`src/rtl/fofir_tap_sel_ctrl.sv`:
```
// Tap-select sequencer for the FoFIR PE 5-input operand mux: walks the active taps once per pass.
// Define FOFIR_TAP_MASK_EN to honour tap_mask; otherwise every tap below num_taps is active.
module fofir_tap_sel_ctrl #(
    parameter int NUM_IN = 5,
    parameter int PASS_W = 8
) (
    input  logic              clk,
    input  logic              rst_n,
    input  logic              start,
    input  logic [2:0]        num_taps,
    input  logic [4:0]        tap_mask,
    input  logic [PASS_W-1:0] num_passes,
    input  logic              stall,
    output logic [2:0]        sel,
    output logic              sel_valid,
    output logic              first_tap,
    output logic              last_tap,
    output logic              busy,
    output logic              done,
    output logic              cfg_err
);

    typedef enum logic [1:0] {IDLE, RUN, DONE} state_t;

    state_t            state, state_nxt;
    logic [4:0]        act, act_nxt;
    logic [PASS_W-1:0] passes, passes_nxt;
    logic [PASS_W-1:0] pass_cnt, pass_nxt;
    logic [2:0]        sel_nxt;
    logic              valid_nxt, first_nxt, last_nxt, busy_nxt, done_nxt, err_nxt;
    logic [4:0]        start_act;
    logic              start_legal;

    function automatic logic [4:0] taps_below(input logic [2:0] n);
        logic [4:0] a;
        a = '0;
        for (int i = 0; i < 5; i++) a[i] = (i < NUM_IN) && (3'(i) < n);
        return a;
    endfunction

    function automatic logic [2:0] lowest_idx(input logic [4:0] a);
        logic [2:0] r;
        r = '0;
        for (int i = 4; i >= 0; i--) if (a[i]) r = 3'(i);
        return r;
    endfunction

    function automatic logic [2:0] highest_idx(input logic [4:0] a);
        logic [2:0] r;
        r = '0;
        for (int i = 0; i < 5; i++) if (a[i]) r = 3'(i);
        return r;
    endfunction

    function automatic logic [2:0] next_idx(input logic [4:0] a, input logic [2:0] s);
        logic [2:0] r;
        r = '0;
        for (int i = 4; i >= 0; i--) if (a[i] && (3'(i) > s)) r = 3'(i);
        return r;
    endfunction

`ifdef FOFIR_TAP_MASK_EN
    assign start_act = taps_below(num_taps) & tap_mask;
`else
    logic unused_tap_mask;
    assign unused_tap_mask = ^tap_mask;
    assign start_act = taps_below(num_taps);
`endif

    assign start_legal = (num_taps != 3'd0) && (32'(num_taps) <= NUM_IN) &&
                         (num_passes != '0) && (start_act != 5'd0);

    always_comb begin
        state_nxt  = state;
        act_nxt    = act;
        passes_nxt = passes;
        pass_nxt   = pass_cnt;
        sel_nxt    = sel;
        valid_nxt  = sel_valid;
        first_nxt  = first_tap;
        last_nxt   = last_tap;
        busy_nxt   = busy;
        done_nxt   = 1'b0;
        err_nxt    = 1'b0;
        case (state)
            IDLE: begin
                sel_nxt   = '0;
                valid_nxt = 1'b0;
                first_nxt = 1'b0;
                last_nxt  = 1'b0;
                busy_nxt  = 1'b0;
                if (start) begin
                    if (start_legal) begin
                        state_nxt  = RUN;
                        act_nxt    = start_act;
                        passes_nxt = num_passes;
                        pass_nxt   = '0;
                        sel_nxt    = lowest_idx(start_act);
                        valid_nxt  = 1'b1;
                        first_nxt  = 1'b1;
                        last_nxt   = lowest_idx(start_act) == highest_idx(start_act);
                        busy_nxt   = 1'b1;
                    end else begin
                        err_nxt = 1'b1;
                    end
                end
            end
            RUN: begin
                // A stalled cycle keeps every registered output and the pass count.
                if (!stall) begin
                    if (sel != highest_idx(act)) begin
                        sel_nxt   = next_idx(act, sel);
                        first_nxt = 1'b0;
                        last_nxt  = next_idx(act, sel) == highest_idx(act);
                    end else if (({1'b0, pass_cnt} + (PASS_W+1)'(1)) < {1'b0, passes}) begin
                        pass_nxt  = pass_cnt + 1'b1;
                        sel_nxt   = lowest_idx(act);
                        first_nxt = 1'b1;
                        last_nxt  = lowest_idx(act) == highest_idx(act);
                    end else begin
                        state_nxt = DONE;
                        sel_nxt   = '0;
                        valid_nxt = 1'b0;
                        first_nxt = 1'b0;
                        last_nxt  = 1'b0;
                        done_nxt  = 1'b1;
                    end
                end
            end
            DONE: begin
                state_nxt = IDLE;
                sel_nxt   = '0;
                valid_nxt = 1'b0;
                first_nxt = 1'b0;
                last_nxt  = 1'b0;
                busy_nxt  = 1'b0;
            end
            default: begin
                state_nxt = IDLE;
                sel_nxt   = '0;
                valid_nxt = 1'b0;
                first_nxt = 1'b0;
                last_nxt  = 1'b0;
                busy_nxt  = 1'b0;
            end
        endcase
    end

    always_ff @(posedge clk) begin
        if (!rst_n) begin
            state     <= IDLE;
            act       <= '0;
            passes    <= '0;
            pass_cnt  <= '0;
            sel       <= '0;
            sel_valid <= 1'b0;
            first_tap <= 1'b0;
            last_tap  <= 1'b0;
            busy      <= 1'b0;
            done      <= 1'b0;
            cfg_err   <= 1'b0;
        end else begin
            state     <= state_nxt;
            act       <= act_nxt;
            passes    <= passes_nxt;
            pass_cnt  <= pass_nxt;
            sel       <= sel_nxt;
            sel_valid <= valid_nxt;
            first_tap <= first_nxt;
            last_tap  <= last_nxt;
            busy      <= busy_nxt;
            done      <= done_nxt;
            cfg_err   <= err_nxt;
        end
    end

endmodule

```
`config.mk`:
```
export PLATFORM = sky130hd
export DESIGN_NAME = fofir_tap_sel_ctrl
export DESIGN_NICKNAME = d
export VERILOG_FILES = /design/src/rtl/fofir_tap_sel_ctrl.sv
export SDC_FILE = /design/constraint.sdc
export NUM_CORES = 1
export LEC_CHECK = 0
export ABC_AREA = 1
export BUFFER_PORTS_ARGS = -buffer_cell sky130_fd_sc_hd__buf_2
export CAP_MARGIN = 10
export CORE_ASPECT_RATIO = 1.25
export CORE_MARGIN = 3
export CORE_UTILIZATION = 55
export CTS_CLUSTER_SIZE = 40
export DETAILED_ROUTE_END_ITERATION = 10
export PLACE_DENSITY = 0.86
export SETUP_SLACK_MARGIN = 0.3
export SLEW_MARGIN = 40
export SYNTH_ARGS = -nofsm -noshare
export SYNTH_HDL_FRONTEND = slang
export SYNTH_SLANG_ARGS = --single-unit
```
`constraint.sdc`:
```
create_clock -name clk -period 2.8 [get_ports clk]
set_input_delay 0.42 -clock clk [delete_from_list [all_inputs] [get_ports clk]]
set_output_delay 0.42 -clock clk [all_outputs]
set_load 0.02 [all_outputs]
```
==> results of run 1 <==
worst reg2reg max path: stages, from the launching register on:
cell	delay, ns
dfxtp_2	0.35
buf_4	0.15
nand3_2	0.06
inv_1	0.06
nand3_2	0.07
nor2_1	0.06
nand2_1	0.06
inv_1	0.04
or2_2	0.28
nand2_2	0.10
inv_2	0.05
ha_4	0.27
nand3_2	0.10
inv_1	0.09
nand3_2	0.07
and2_4	0.19
nand2_8	0.08
nand2_8	0.10
nand2_8	0.09
nand2_2	0.05
a21oi_1	0.14
synth_stat cells:
| cell | instances |
|---|---|
| nor4_1 | 3 |
| ha_1 | 8 |
| clkinv_1 | 1 |
| nor2_2 | 3 |
| nand4_1 | 2 |
| clkbuf_1 | 4 |
| o21bai_1 | 1 |
| xor2_1 | 1 |
| buf_2 | 1 |
| nor2_4 | 1 |
| nand2_2 | 5 |
| or2_2 | 4 |
| a21o_1 | 2 |
| xor2_2 | 1 |
| nand2_8 | 1 |
| inv_2 | 2 |
| nor2_1 | 22 |
| or2_1 | 1 |
| a21oi_1 | 35 |
| nor3_1 | 2 |
| o21ai_0 | 14 |
| and2_4 | 1 |
| nand3_1 | 18 |
| inv_1 | 34 |
| nand2_1 | 74 |
| nand2_4 | 2 |
| dfxtp_1 | 32 |
| o21ai_1 | 2 |
| o21ai_4 | 1 |
per-stage QoR:
step | cells | utilization | cell area [um^2] | power (W)
2_1_floorplan | 278 | - | 1850 | 0.000878
3_3_place_gp | 334 | 0.652 | 2010 | 0.000971
3_5_place_dp | 334 | 0.652 | 2010 | 0.000985
4_1_cts | 346 | 0.725 | 2240 | 0.00140
5_1_grt | 350 | 0.750 | 2310 | 0.00151
6_report | 350 | 0.750 | 2310 | 0.00141
per-layer routing:
| metal | vias to the layer above | share of wire |
|---|---|---|
| met1 | 864 | 0.41 |
| met3 | 13 | 0.022 |
| met5 | - | 0 |
| met4 | 0 | 0.029 |
| met2 | 23 | 0.54 |
| li1 | 966 | - |
flip-flops by register name (all words and copies together), names as in the netlist:
register,cells
act,5
busy,1
cfg_err,1
done,1
first_tap,1
last_tap,1
pass_cnt,8
passes,8
sel,3
sel_valid,1
state,2
repair_timing:
action | CTS | global route
gates cloned | 2 | 0
pin swaps | 7 | 6
buffers inserted | 2 | 4
gates resized for setup | 24 | 12
setup endpoints to repair | 16 | 16
power by group:
part	switching, W	internal, W
Sequential	0.0000260	0.000503
Clock	0.000166	0.000186
Combinational	0.000350	0.000178
final cells by class:
cell class                      instances  area, um^2  area share
Tap cell                               36        45.0      0.0195
Clock buffer                            5        37.5      0.0162
Sequential cell                        32         643       0.278
Timing Repair Buffer                   31         175      0.0758
Multi-Input combinational cell        206        1230       0.532
Clock inverter                          3        42.5      0.0184
Inverter                               37         139      0.0601
path summary, 6_finish.rpt:
check                      startpoint                        to  slack, ns  cells after the start
min                             start        cfg_err$_SDFF_PN0_       0.31                      3
max          pass_cnt[0]$_SDFFE_PN0P_  pass_cnt[1]$_SDFFE_PN0P_       0.27                     20
min reg2reg    sel_valid$_SDFFE_PN0P_    sel_valid$_SDFFE_PN0P_       0.47                      2
max reg2reg  pass_cnt[0]$_SDFFE_PN0P_  pass_cnt[1]$_SDFFE_PN0P_       0.27                     20
logic make-up after synthesis:
family / share of synthesized area
and+or+nand+nor: 0.343
AOI/OAI and AO/OA: 0.159
buffers and inverters: 0.0857
DFF: 0.345
adders and majority gates: 0.0540
xor gates and xnor gates: 0.0135
==> flow_summary_export.csv, run 1 <==
group,metric,value,unit
status,status,"complete, no violations",
cts,cts.htree.levels,2,
worst_setup_path,startpoint_type,"flop",
die,initial_core_util,0.601,
placed_design,pre_cts_ws,0.0967,ns
cts,cts_tree,"built",
placed_design,gp_congestion,0.808,
power_and_ir_drop,ir_drop,0.560,mV
worst_setup_path,worstPathArrival,2.79,ns
global_routing,antenna_found_initial,0,
global_routing,overflow,0,
finish,diodes,0,
synth,synth_top_area_cell,"dfxtp_1",
worst_setup_path,cp_max_fo,6,
power_and_ir_drop,power_density,610,mW/mm^2
worst_setup_path,cp_data_required_time,3.06,ns
cts,cts-root-buf,"clkbuf_4",
worst_setup_path,worst_setup_path_end_kind,"flop",
worst_setup_path,slowest_delay,0.35,ns
finish,syn_to_final_growth,24.6,%
global_routing,grtUsageTotal,0.234,
finish,nets,341,
cts,cts_buffer_depth,2,
global_routing,grt_pass1_wl,7510,um
worst_setup_path,slowest_stage,"dfxtp_2",
worst_setup_path,cp_cell_sequence,"buf_4 -> nand3_2 -> inv_1 -> nand3_2 -> nor2_1 -> nand2_1 -> inv_1 -> or2_2 -> nand2_2 -> inv_2 -> ha_4 -> nand3_2 -> inv_1 -> nand3_2 -> and2_4 -> nand2_8 -> nand2_8 -> nand2_8 -> nand2_2 -> a21oi_1",
global_routing,grt_pass1_vias,1845,
synth,ys_types,29,
synth,ys_seq_elements,32,
cts,clk_latency,0.34,ns
global_routing,grt_most_used_layer,"met2",
cts,cts_inserted_buffers,5,
synth,synth_seq_area_share,0.345,
flow_run,drv_cap,0,
timing,rsz0062_at_grt,"yes",
timing,fin_tns_setup,0,ns
worst_setup_path,critPathBufInv,5,
timing,tightest_slew,0.699,ns
timing,finClkSkew,0.00871,ns
die,dieArea,0.00411,mm^2
die,coreArea,0.00308,mm^2
worst_setup_path,cp_common_cell,"nand3_2",
finish,final_common_cell,"nand2_1",
synth,synth_top_area_frac,0.345,
route,drt_iter0_drc,68,
route,vias_per_cell,5.33,
global_routing,met1_usage,0.245,
timing,fin_crit,2.53,ns
timing,finalHoldWorstSlack,0.310,ns
global_routing,grt_max_degree,22,
global_routing,grt_use_met2,0.425,
timing,fin_crit_sh,0.904,
power_and_ir_drop,p_leak,1.07,nW
cts,clk_pin_slew,0.10,ns
timing,setup_violations,0,
die,num_rows,22,
route,firstDrtPassIters,4,
synth,netlist_top_cells_area,"dfxtp_1 (35%), nand2_1 (15%), a21oi_1 (9.4%)",
finish,final_cell_mix,"nand2_1 (65), inv_1 (32), a21oi_1 (32)",
cts,cts_hold_buf,0,
timing,fmax,0.395,GHz
timing,drv_slew,0,
synth,syn-num-nets,306,
hold_path,hold_path_class,"in2reg",
worst_setup_path,path_class,"reg2reg",
route,dr_total_vias,1866,
synth,yosysWarnings,0,
finish,drive_above_1_share,0.283,
finish,nFillCells,261,
die,die_h,70.9,um
timing,slew_headroom,0.533,
route,drc,0,
synth,synth_area,0.00185,mm^2
synth,syn_inst,278,
route,wl_per_cell,12.4,um
die,ios,29,
timing,report.final.hold_viol_count,0,
route,ant_nets,0,
global_routing,met3_usage,0.0474,
timing,setup_slack,0.270,ns
cts,clock_sinks,32,
synth,synth.avg_cell_area,6.67,um^2
placed_design,port-buffer-count,23,
worst_setup_path,crit_family,"simple AND/OR/NAND/NOR gates",
placed_design,hpwl,3030,um
die,dieWidth,57.9,um
route,wirelength,4360,um
No activity file was read; power rests on OpenSTA's default activity.
==> inputs of run 2 (changes only) <==
--- a/config.mk
+++ b/config.mk
@@ -10,10 +10,10 @@
 export CAP_MARGIN = 10
 export CORE_ASPECT_RATIO = 1.25
 export CORE_MARGIN = 3
-export CORE_UTILIZATION = 55
+export CORE_UTILIZATION = 50
 export CTS_CLUSTER_SIZE = 40
 export DETAILED_ROUTE_END_ITERATION = 10
-export PLACE_DENSITY = 0.86
+export PLACE_DENSITY = 0.8
 export SETUP_SLACK_MARGIN = 0.3
 export SLEW_MARGIN = 40
 export SYNTH_ARGS = -nofsm -noshare
==> run 2 against run 1 <==
Against the previous run: design area increased by 1.2%; critical endpoint is now pass_cnt[2]$_SDFFE_PN0P_; maximum frequency increased by 1.0%; die area increased by 9.0%; routed wire length decreased by 3.8%; highest routed layer unchanged; global-route usage decreased by 2.0 points; sequential power about the same; power increased by 7.5%; sequential cell count unchanged.
==> flow_summary_export.csv, run 2 (synthesis results as in run 1) <==
group,metric,value,unit
placed_design,pre_cts_ws,0.205,ns
route,firstDrtPassIters,4,
die,initial_core_util,0.528,
die,dieWidth,60.5,um
cts,cts_buffer_depth,2,
finish,final_cell_count_no_fill,351,
timing,fin_tns_setup,0,ns
timing,tightest_slew,0.695,ns
finish,nets,339,
die,coreArea,0.00351,mm^2
route,drc,0,
timing,fin_crit,2.50,ns
global_routing,grt_pass1_vias,1705,
flow_run,drv_cap,0,
route,wl_per_cell,11.9,um
cts,cts_inserted_buffers,5,
global_routing,antenna_found_initial,0,
timing,finalHoldWorstSlack,0.365,ns
placed_design,hpwl,2910,um
finish,diodes,0,
cts,clk_pin_slew,0.07,ns
die,ios,29,
cts,cts.htree.levels,2,
finish,syn_to_final_growth,26.2,%
global_routing,grt_max_degree,22,
hold_path,hold_path_class,"in2reg",
die,dieArea,0.00448,mm^2
route,dr_total_vias,1840,
route,ant_nets,0,
timing,setup_violations,0,
global_routing,grt_pass1_wl,7200,um
placed_design,gp_congestion,0.819,
worst_setup_path,path_class,"reg2reg",
die,num_rows,24,
worst_setup_path,startpoint_type,"flop",
timing,fmax,0.399,GHz
finish,final_cell_mix,"nand2_1 (61), a21oi_1 (33), inv_1 (32)",
cts,clk_latency,0.29,ns
finish,drive_above_1_share,0.292,
route,drt_iter0_drc,65,
placed_design,port-buffer-count,23,
timing,fin_crit_sh,0.895,
timing,setup_slack,0.295,ns
timing,finClkSkew,0.00760,ns
worst_setup_path,worstPathArrival,2.65,ns
worst_setup_path,cp_max_fo,6,
cts,cts_tree,"built",
cts,cts_hold_buf,0,
power_and_ir_drop,ir_drop,0.444,mV
timing,report.final.hold_viol_count,0,
cts,cts-root-buf,"clkbuf_8",
worst_setup_path,worst_setup_path_end_kind,"flop",
finish,final_common_cell,"nand2_1",
worst_setup_path,cp_data_required_time,2.95,ns
timing,slew_headroom,0.536,
timing,rsz0062_at_grt,"yes",
global_routing,overflow,0,
route,vias_per_cell,5.24,
cts,clock_sinks,32,
timing,drv_slew,0,
power_and_ir_drop,p_leak,1.10,nW
finish,largest_registers,"pass_cnt (8), passes (8), act (5)",
status,status,"complete, no violations",
placed_design,dp.cells,338,
route,wirelength,4190,um
die,die_h,74.1,um
power_and_ir_drop,power_density,647,mW/mm^2
global_routing,grtUsageTotal,0.214,
finish,post-route-util,0.666,
==> run 2: cell types whose count changed in the layout (fill, tap and decap cells not counted), moves of 2 or more <==
cell / delta
nand2_2: +3
clkbuf_4: -5
clkbuf_8: +5
nor2_2: +2
nand2_1: -4
buf_4: -2
==> run 2: worst max-delay path, cell delays in order, from the launching register on <==
cell	delay (ns)
dfxtp_4	0.37
ha_4	0.15
nand2_4	0.05
nor2_4	0.12
nand2_2	0.08
nor2_2	0.12
or2_4	0.13
nand2_2	0.06
inv_2	0.06
ha_4	0.19
a21o_1	0.15
nand3_1	0.07
nand2_1	0.06
nor2_2	0.13
and2_4	0.19
nand2_8	0.07
nand2_8	0.11
nand2_8	0.09
nand2_4	0.09
a21oi_2	0.05
==> run 2: cell type report <==
class / instances / area [um^2]
multi-input combinational: 206 / 1230
fill: 297 / 1170
sequential: 32 / 647
timing repair buffer: 29 / 160
inverter: 37 / 139
clock buffer: 5 / 68.8
tap: 39 / 48.8
clock inverter: 3 / 42.5
==> run 2: where the power goes <==
| group | leakage (nW) | internal (W) | switching (W) |
|---|---|---|---|
| Combinational | 0.778 | 0.000184 | 0.000360 |
| Sequential | 0.263 | 0.000502 | 0.0000250 |
| Clock | 0.0541 | 0.000263 | 0.000181 |
==> run 2: timing repair <==
item | in CTS | in global routing
setup buffers | 1 | 2
setup endpoints to repair | 12 | 17
resized for setup | 12 | 29
gates cloned | 2 | 0
pin swaps | 2 | 10
==> run 2: path summary, 6_finish.rpt <==
path                            startpoint                       end  slack, ns  depth (start not counted)
setup / recovery  pass_cnt[1]$_SDFFE_PN0P_  pass_cnt[2]$_SDFFE_PN0P_       0.30                         19
hold / removal                       start        cfg_err$_SDFF_PN0_       0.37                          3
setup reg to reg  pass_cnt[1]$_SDFFE_PN0P_  pass_cnt[2]$_SDFFE_PN0P_       0.30                         19
hold reg to reg     passes[3]$_SDFFE_PN0P_    passes[3]$_SDFFE_PN0P_       0.46                          2
==> run 2: layer usage <==
layer	global-route usage	routed length, um	vias to the layer above
met5	0	0	-
met4	0.108	106	0
met3	0.0503	113	11
met2	0.374	2190	23
met1	0.237	1780	845
li1	-	-	961
==> run 2: through the flow <==
stage,instance area [um^2],power [W]
after global routing,2340,0.00161
final,2340,0.00151
after global placement,2020,0.000979
after CTS,2220,0.00148
after detailed placement,2020,0.000987
after floorplan,1850,0.000878
==> inputs of run 3 (changes only) <==
--- a/config.mk
+++ b/config.mk
@@ -9,7 +9,7 @@
 export BUFFER_PORTS_ARGS = -buffer_cell sky130_fd_sc_hd__buf_2
 export CAP_MARGIN = 10
 export CORE_ASPECT_RATIO = 1.25
-export CORE_MARGIN = 3
+export CORE_MARGIN = 4
 export CORE_UTILIZATION = 50
 export CTS_CLUSTER_SIZE = 40
 export DETAILED_ROUTE_END_ITERATION = 10
==> run 3 against run 2 <==
Against the previous run: die area rose by 6.1%; clock skew about the same; combinational power shrank 5.3%; cell count up 0.57%; critical path depth fell by 1; first-iteration DRC count grew 57%; routed wire length grew 5.6%; count of clock-buffer cells in the layout grew 1; global-route usage decreased by 2.7 points; sequential cell count is the same; sequential share of layout area grew 0.31 points; sequential power hardly changed; critical path type unchanged.
==> flow_summary_export.csv, run 3 (synthesis results as in run 1) <==
group,metric,value,unit
finish,final_common_cell,"nand2_1",
timing,fin_tns_setup,0,ns
finish,nets,341,
timing,setup_slack,0.276,ns
placed_design,dp.cells,337,
global_routing,grtUsageTotal,0.187,
cts,cts_buffer_depth,2,
power_and_ir_drop,ir_drop,0.481,mV
die,initial_core_util,0.523,
finish,final_cell_mix,"nand2_1 (68), a21oi_1 (32), inv_1 (31)",
route,wirelength,4420,um
placed_design,hpwl,2970,um
placed_design,pre_cts_ws,0.177,ns
status,status,"complete, no violations",
die,dieArea,0.00475,mm^2
die,die_h,76.1,um
worst_setup_path,cp_max_fo,6,
global_routing,grt_max_degree,22,
cts,cts_inserted_buffers,5,
timing,rsz0062_at_grt,"yes",
die,num_rows,24,
route,firstDrtPassIters,4,
route,vias_per_cell,5.17,
timing,slew_headroom,0.495,
finish,syn_to_final_growth,25.0,%
timing,fin_crit,2.52,ns
cts,cts_hold_buf,0,
timing,drv_slew,0,
timing,tightest_slew,0.757,ns
global_routing,grt_pass1_vias,1732,
worst_setup_path,cp_data_required_time,2.94,ns
placed_design,port-buffer-count,23,
global_routing,overflow,0,
route,drt_iter0_drc,102,
worst_setup_path,worst_setup_path_end_kind,"flop",
finish,fin_area,0.00232,mm^2
finish,nFillCells,309,
worst_setup_path,worstPathArrival,2.67,ns
placed_design,place_area,0.00201,mm^2
global_routing,antenna_found_initial,0,
timing,report.final.hold_viol_count,0,
die,ios,29,
flow_run,drv_cap,0,
hold_path,min_path_cells,3,
timing,fin_crit_sh,0.901,
power_and_ir_drop,p_leak,1.09,nW
cts,clk_latency,0.29,ns
placed_design,gp_congestion,0.814,
worst_setup_path,rr_endpoint,"pass_cnt[2]$_SDFFE_PN0P_",
timing,setup_violations,0,
finish,drive_above_1_share,0.268,
power_and_ir_drop,power.total,0.00148,W
worst_setup_path,path_class,"reg2reg",
global_routing,grt_pass1_wl,7160,um
worst_setup_path,reg2reg_from,"pass_cnt[0]$_SDFFE_PN0P_",
worst_setup_path,reg2reg_depth,18,
worst_setup_path,startpoint_type,"flop",
hold_path,worstHoldStart,"start",
cts,clock_sinks,32,
timing,fmax,0.396,GHz
route,ant_nets,0,
cts,clk_pin_slew,0.07,ns
timing,finClkSkew,0.00743,ns
cts,cts_tree,"built",
cts,cts.htree.levels,2,
hold_path,whs_endpoint,"cfg_err$_SDFF_PN0_",
finish,diodes,0,
finish,final_cell_count_no_fill,353,
finish,largest_registers,"pass_cnt (8), passes (8), act (5)",
hold_path,hold_path_class,"in2reg",
power_and_ir_drop,power_density,637,mW/mm^2
route,dr_total_vias,1825,
route,wl_per_cell,12.5,um
route,drc,0,
die,coreArea,0.00354,mm^2
die,dieWidth,62.5,um
cts,cts-root-buf,"clkbuf_8",
worst_setup_path,r2r_setup_slack,0.28,ns
==> run 3: worst max-delay path: stages, from the launching register on <==
cell	delay (ns)
dfxtp_4	0.37
ha_4	0.15
nand2_4	0.05
nor2_4	0.13
nand2_2	0.07
buf_4	0.14
nand2_1	0.07
inv_1	0.05
ha_1	0.29
a21o_1	0.19
nor2_2	0.11
nor2_2	0.04
nor2_2	0.10
and2_4	0.19
nand2_8	0.07
nand2_8	0.12
nand2_8	0.07
nand2_1	0.10
a21oi_2	0.05
==> run 3: worst max-delay path by stage <==
stage,start,to,cells past startpoint
final,pass_cnt[0]$_SDFFE_PN0P_,pass_cnt[2]$_SDFFE_PN0P_,18
after global routing,pass_cnt[0]$_SDFFE_PN0P_,pass_cnt[1]$_SDFFE_PN0P_,17
after CTS,pass_cnt[1]$_SDFFE_PN0P_,pass_cnt[7]$_SDFFE_PN0P_,17
after detailed placement,pass_cnt[0]$_SDFFE_PN0P_,pass_cnt[4]$_SDFFE_PN0P_,19
after global placement,pass_cnt[0]$_SDFFE_PN0P_,pass_cnt[1]$_SDFFE_PN0P_,19
after floorplan,pass_cnt[0]$_SDFFE_PN0P_,pass_cnt[2]$_SDFFE_PN0P_,19
==> run 3: through the flow <==
step	util	hold WS [ns]
floorplan	-	0.435
global placement	0.568	0.449
detailed placement	0.568	0.454
CTS	0.633	0.371
global route	0.654	0.382
finish	0.654	0.370
==> run 3: power by group <==
part           leakage, nW  internal, W  switching [W]  total, W
sequential           0.263     0.000502      0.0000268  0.000529
clock               0.0552     0.000264       0.000169  0.000433
combinational        0.776     0.000175       0.000340  0.000515
total                 1.09     0.000941       0.000536   0.00148
==> run 3: area by class of cell <==
class	count	area, um^2	share of cell area
clock buffer	6	72.6	0.0313
clock inverter	2	35.0	0.0151
inverter	37	139	0.0599
multi-input combinational	206	1200	0.516
sequential	32	648	0.280
tap	39	48.8	0.0210
timing repair buffer	31	179	0.0772
==> run 3: layer usage <==
| layer | vias up | global-route usage | wire length [um] |
|---|---|---|---|
| met5 | - | 0 | 0 |
| met4 | 0 | 0.0773 | 61 |
| met3 | 7 | 0.0487 | 125 |
| met2 | 20 | 0.348 | 2390 |
| met1 | 829 | 0.195 | 1840 |
| li1 | 969 | - | - |
==> run 3: timing repair <==
action                                  CTS  global route
endpoints found under the setup margin   13            17
buffers inserted                          3             3
pin swaps                                 8            17
cloned                                    2             0
gates resized for setup                  16            18
